### src/rtl/rr_arbiter16.sv
// rr_arbiter16: round-robin grant sequencer for a shared 16-way resource with ready/done handshake and hold watchdog.
// Define ARB_LOCK_EN to add the lock input, which re-grants the owner directly after done.
module rr_arbiter16 #(
    parameter int unsigned MAX_HOLD = 15
) (
    input  logic        clk,
    input  logic        reset,
    input  logic [15:0] req,
    input  logic        res_ready,
    input  logic        res_done,
`ifdef ARB_LOCK_EN
    input  logic        lock,
`endif
    output logic        grant_valid,
    output logic [3:0]  grant_sel,
    output logic [15:0] grant_onehot,
    output logic        busy,
    output logic        timeout
);
    typedef enum logic [1:0] {IDLE, REQ, BUSY} state_t;
    state_t      r_state, w_state_nx;
    logic [3:0]  r_ptr, w_ptr_nx, r_sel, w_sel_nx, w_win;
    logic [7:0]  r_cnt, w_cnt_nx;
    logic        r_to, w_to_nx, w_any, w_own, w_lock;
    logic [15:0] w_slot;
    always_comb begin
        for (int k = 0; k < 16; k++) w_slot[k] = req[15-k];
    end
    // Scan downward so the slot closest to ptr is written last and wins.
    always_comb begin
        w_win = '0;
        w_any = 1'b0;
        for (int i = 15; i >= 0; i--) begin
            if (w_slot[r_ptr + 4'(i)]) begin
                w_win = r_ptr + 4'(i);
                w_any = 1'b1;
            end
        end
    end
    assign w_own = w_slot[r_sel];
`ifdef ARB_LOCK_EN
    assign w_lock = lock & w_own;
`else
    assign w_lock = 1'b0;
`endif
    always_comb begin
        w_state_nx = r_state;
        w_ptr_nx   = r_ptr;
        w_sel_nx   = r_sel;
        w_cnt_nx   = r_cnt;
        w_to_nx    = 1'b0;
        case (r_state)
            IDLE: if (w_any) begin
                w_state_nx = REQ;
                w_sel_nx   = w_win;
            end
            REQ: if (res_ready) begin
                w_state_nx = BUSY;
                w_cnt_nx   = '0;
            end else if (!w_own) begin
                w_state_nx = IDLE;
                w_ptr_nx   = r_sel + 4'd1;
            end
            BUSY: if (res_done) begin
                w_state_nx = w_lock ? REQ : IDLE;
                w_ptr_nx   = w_lock ? r_ptr : r_sel + 4'd1;
            end else if (r_cnt + 8'd1 == 8'(MAX_HOLD)) begin
                w_state_nx = IDLE;
                w_ptr_nx   = r_sel + 4'd1;
                w_to_nx    = 1'b1;
            end else begin
                w_cnt_nx   = r_cnt + 8'd1;
            end
            default: w_state_nx = IDLE;
        endcase
    end
    always_ff @(posedge clk) begin
        if (reset) begin
            r_state <= IDLE;
            r_ptr   <= '0;
            r_sel   <= '0;
            r_cnt   <= '0;
            r_to    <= 1'b0;
        end else begin
            r_state <= w_state_nx;
            r_ptr   <= w_ptr_nx;
            r_sel   <= w_sel_nx;
            r_cnt   <= w_cnt_nx;
            r_to    <= w_to_nx;
        end
    end
    assign grant_valid  = r_state == REQ;
    assign busy         = r_state == BUSY;
    assign grant_sel    = r_sel;
    assign grant_onehot = (r_state != IDLE) ? 16'h8000 >> r_sel : 16'h0000;
    assign timeout      = r_to;
endmodule

### config.mk
export PLATFORM = sky130hd
export DESIGN_NAME = rr_arbiter16
export DESIGN_NICKNAME = d
export VERILOG_FILES = /design/src/rtl/rr_arbiter16.sv
export SDC_FILE = /design/constraint.sdc
export NUM_CORES = 1
export LEC_CHECK = 0
export ABC_CLOCK_PERIOD_IN_PS = 4300
export BUFFER_PORTS_ARGS = -buffer_cell sky130_fd_sc_hd__clkbuf_2
export CORE_MARGIN = 10
export CORE_UTILIZATION = 50
export DETAILED_ROUTE_END_ITERATION = 7
export PLACE_DENSITY = 0.72
export SKIP_CTS_REPAIR_TIMING = 1
export SLEW_MARGIN = 20
export SYNTH_ARGS = -nofsm -noshare
export SYNTH_HDL_FRONTEND = slang
export SYNTH_SLANG_ARGS = --single-unit
### constraint.sdc
create_clock -name clk -period 4.3 [get_ports clk]
set_input_delay 0.86 -clock clk [delete_from_list [all_inputs] [get_ports clk]]
set_output_delay 0.86 -clock clk [all_outputs]
set_load 0.02 [all_outputs]
[Yosys cells after proc, flatten, opt, wreduce, memory -nomap -nowiden]
Cells that the tools add are included.
Word-level totals
  flip-flop bits (word level): 19
  input bits: 20
  logic and storage cells: 143
  output and inout port bits: 23
Cells by class
  $add $sub $neg: 17
  reduce and logical (&&, ||, !) cells: 8
  $lt $le $gt $ge: 17
  bitwise logic cells: 1
  shift operators: 1
  equal/unequal tests: 11
  muxes and demuxes: 83
Operators with widths (count)
  $lt 4x5->1 const B: 17
  $mux 4: 20
  $bmux 1 s4: 17
  $mux 1: 34
  $add 4x4->4 const B: 8
  $mux 8: 3
  $add 4x3->4 const B: 4
  $mux 16: 1
  $pmux 8 s2: 1
  $shr 16x4->16 const A: 1
  $ne 2x2->1 const B: 6
  $mux 2: 5
  $add 4x1->4 const B: 2
  $add 4x2->4 const B: 2
  $add 8x1->8 const B: 1
  $eq 8x4->1 const B: 1
  $pmux 4 s2: 1
  $reduce_and 4->1: 2
  $pmux 2 s3: 1
  $reduce_bool 2->1: 2
  $ne 3x2->1 const B: 1
  $ne 3x3->1 const B: 1
  $reduce_and 3->1: 1
  $reduce_or 3->1: 1
  5 further kinds: 5

[Depth between registers and ports, before layout]
  word-level depth: 21
  gate-level depth with buffers: 17

[Worst setup path after synthesis]
Ideal clock, no wire load.
  path type: register to register
  start: reg r_ptr[1]
  end: reg r_sel[0], in the netlist grant_sel[0]
  library setup time: 0.138 ns
  path slack: -0.210 ns
  arrival: 4.373 ns
  path buffers: 6
  period minus slack after synthesis: 4.510 ns
  stages on the path, launching flop included: 17
  cell sequence: dfxtp_1 clkbuf_1 buf_2 clkbuf_1 inv_1 ha_1 clkbuf_1 buf_1 mux4_2 mux2i_1 mux2i_2 or2_4 or3_1 o41a_1 buf_6 a31oi_1 o32ai_1
On the way
  longest elaborated chain between the ends: 20
RTL lines
  start: declaration: line 22  | logic [3:0] r_ptr, w_ptr_nx, r_sel, w_sel_nx, w_win;
  start signal: assignment: line 86  | r_ptr <= w_ptr_nx;
  $add 4x4->4: line 34  | if (w_slot[r_ptr + 4'(i)]) begin
  $bmux 1 s4: line 34
  $mux 1 (implied by the code): line 34
  $mux 1 (16 in series): line 34
  $reduce_and 2->1 (no source line)
  end signal: assignment: line 87  | r_sel <= w_sel_nx;
  end: declaration: line 22
Parallel ways exist; a longest one is shown, timed or not. The select of a mux whose other input is x is not followed.
A chain may end at the register's enable or synchronous reset.

[Worst setup path after layout]
  start: reg r_ptr[0]
  end: reg r_sel[0], in the netlist grant_sel[0]
On the way
  longest elaborated chain between the ends: 20
RTL lines (line)
  $add 4x4->4: 34, 35
  $bmux 1 s4: 34
  $mux 1 (implied by the code): 34
  $mux 1 (16 in series): 34
  $reduce_and 2->1 (no source line)
Parallel ways exist; a longest one is shown, timed or not. The select of a mux whose other input is x is not followed.

==> metrics <==
status completed; n_diodes 0; normalized max-slew margin 0.478; Remaining DRCs 0; Die X-Extent about 100 um; vias per cell slightly below 7; Tot Pwr ~0.0010 W; internal cell power 0.000533 W; syn avg cell area between 8 and 9 um^2; final critical-path required period around 3800 ps; hold path depth 2; Ys Warns 0; DR vias 3369; Setup TNS 0 ps; power share of the clock group 0.124; Synth Area in XOR/XNOR 0.0498; pin count of the biggest net entering global routing 29; adder-cell share of the synthesized area 0.0570; period utilisation layout 0.876; IO buf count between 40 and 50; clock root buffer clkbuf_8; max-slew violations 0; area fraction in compound gates after synthesis 0.187; largest family of logic cells by synthesized area multiplexers; Max Cap Viol 0; Arr. time, crit path about 4000 ps; Final nets between 400 and 500; WHS ~520 ps; mapped cell area ~3300 um^2; router iterations before antenna repair 5; Seq pwr share 0.203; Critical Path Stages 10; Sw Pwr 0.000503 W; power share of the combinational group 0.674; synthesis-stage register bit count 19; critical path cell sequence clkinv_1 -> ha_1 -> mux4_2 -> mux2i_1 -> mux2i_1 -> nor2_1 -> nand4_1 -> o41a_1 -> a31oi_1 -> o32ai_1; Avg WL per Cell just over 20 um; Simple-Gate Fraction of Synth Area 0.196; full die area 10200 um^2; multi-input combinational cell area 2740 um^2; main area contributors after synthesis mux4_2 (22%), dfxtp_1 (12%), mux2i_1 (7.9%); Max Fclk 265 MHz; worst slew pin tran ~800 ps; Initial Util 0.516; DP HPWL around 7700 um; I/O pins 43; most frequent CP cell mux2i_1; cell count after synthesis about 390; data required time of the worst path roughly 4400 ps; Total GRT Usage 0.195; worst reg-to-reg path cell count 10; cts bufs inserted 3; Commonest cells post-synth nor2_1 (52), mux4_2 (32), nand2_1 (30); top cell type's share of synthesized area 0.219; family with the most delay on the worst path multiplexers; crit path max fanout 9; Setup violations, final 0; CTS tree done; vias in the first global route 3179; initial drt markers approximately 320; async set-reset flop share out of synthesis 0; sw frac 0.486; Layout area overhead 9.19%; H-Tree Depth 1; ys flop type dfxtp_1; share of layout cells above drive strength 1 0.249; Worst VDD drop roughly 0.00018 V; post-synthesis mux area share 0.341; total gr overflow 0; RSZ-0062 raised after global routing no; Worst setup SP type flop; skew final 6.75 ps; Sink Count 19; GPL Wtd Cong a little under 1; Yosys cell types 64; first-pass GRT wire length 16600 um; sequential cell area 380 um^2; number of fill cells in the layout 587; number of synthesized flops with an enable pin 0; leakage power between 1 and 1.5 nW; antenna violations before repair 0; register area share after synthesis 0.116; Crit. End Element flop; most frequent cell after synthesis nor2_1; Setup Crit Path Kind reg2reg; area leader, netlist mux4_2; crit path max-delay cell type o41a_1; slowest stage delay, CP 590 ps; Hold WC Path Type reg2reg; std cell rows 29; clk_lat worst skew around 260 ps; Clock Tree Buf Depth 2; PD cells a little under 300 nW/um^2; Synth Net Count 426; Reg clk slew, reported paths roughly 80 ps; Core Footprint around 6400 um^2; Die Ht around 100 um; Hold Vio Cnt, Final 0; Routed Wire Length ~10000 um; WP buf/inv 1; antenna-violating nets left 0
[routing by layer]
metal | share of wire | global-route usage | up-vias
met4 | 0.016 | 0.0418 | 0
met5 | 0 | 0 | -
met2 | 0.49 | 0.320 | 197
li1 | - | - | 1550
met1 | 0.42 | 0.263 | 1608
met3 | 0.078 | 0.0320 | 14
[kinds of logic after synthesis]
logic type,count (synthesis)
flip-flops,19
multiplexers,69
AND/OR/NAND/NOR,137
buffers and inverters,40
adder cells (fa/ha/maj),15
XOR/XNOR,17
AO/OA/AOI/OAI,94
[stage by stage]
| stage | util | area (um^2) | instances | setup slack [ps] |
|---|---|---|---|---|
| after floorplan | - | 3300 | 391 | 73.4 |
| after global routing | 0.563 | 3600 | 498 | 305 |
| final | 0.563 | 3600 | 498 | 532 |
| after detailed placement | 0.555 | 3550 | 494 | 628 |
| after CTS | 0.563 | 3600 | 498 | 584 |
| after global placement | 0.555 | 3550 | 494 | 643 |
[worst register-to-register path, stage by stage (launching register included)]
cell      delay [ps]
dfxtp_1          360
clkinv_1         250
ha_1             590
mux4_2           410
mux2i_1          440
mux2i_1          270
nor2_1           230
nand4_1          160
o41a_1           590
a31oi_1          230
o32ai_1          110
[state kept, by name, summed over array words and instances (netlist names)]
name       count
timeout        1
r_ptr          4
r_state        2
r_cnt          8
grant_sel      4
[layout make-up]
type | instances | area share
clock inverter | 1 | 0.00209
multi-input combinational | 332 | 0.761
sequential | 19 | 0.106
clock buffer | 3 | 0.0115
tap | 77 | 0.0268
timing repair buffer | 51 | 0.0772
inverter | 15 | 0.0157
[layout by cell type (no fill, tap or decap), drive strengths merged, types with 3 or more instances in the layout]
cell     n
nand4    3
and3     7
xnor2    9
mux4    32
o22ai    7
nor2    53
or2      3
nand3   11
clkbuf  45
o31ai    3
o21ai   19
nand2   30
buf      9
a221oi   3
inv     14
nand2b   3
nor3    12
mux2     7
ha      15
xor2     8
a31oi    5
dfxtp   19
a21oi   29
mux2i   30
or3      3
nor3b    3
a311oi   3
[power by group through the flow]
stage	sequential (W)	combinational [W]	clock [W]
CTS	0.000210	0.000683	0.000133
finish	0.000210	0.000698	0.000128
detailed placement	0.000215	0.000680	0
global placement	0.000213	0.000675	0
floorplan	0.000207	0.000523	0
global route	0.000213	0.000759	0.000139
[worst paths after layout]
path,start,slack [ps],to
worst max register to register,r_ptr[0],530,grant_sel[0]
worst min register to register,r_cnt[4],520,r_cnt[4]
worst max-delay path,r_ptr[0],530,grant_sel[0]
worst min-delay path,r_cnt[4],520,r_cnt[4]
Power figures use the tool's default switching activity.
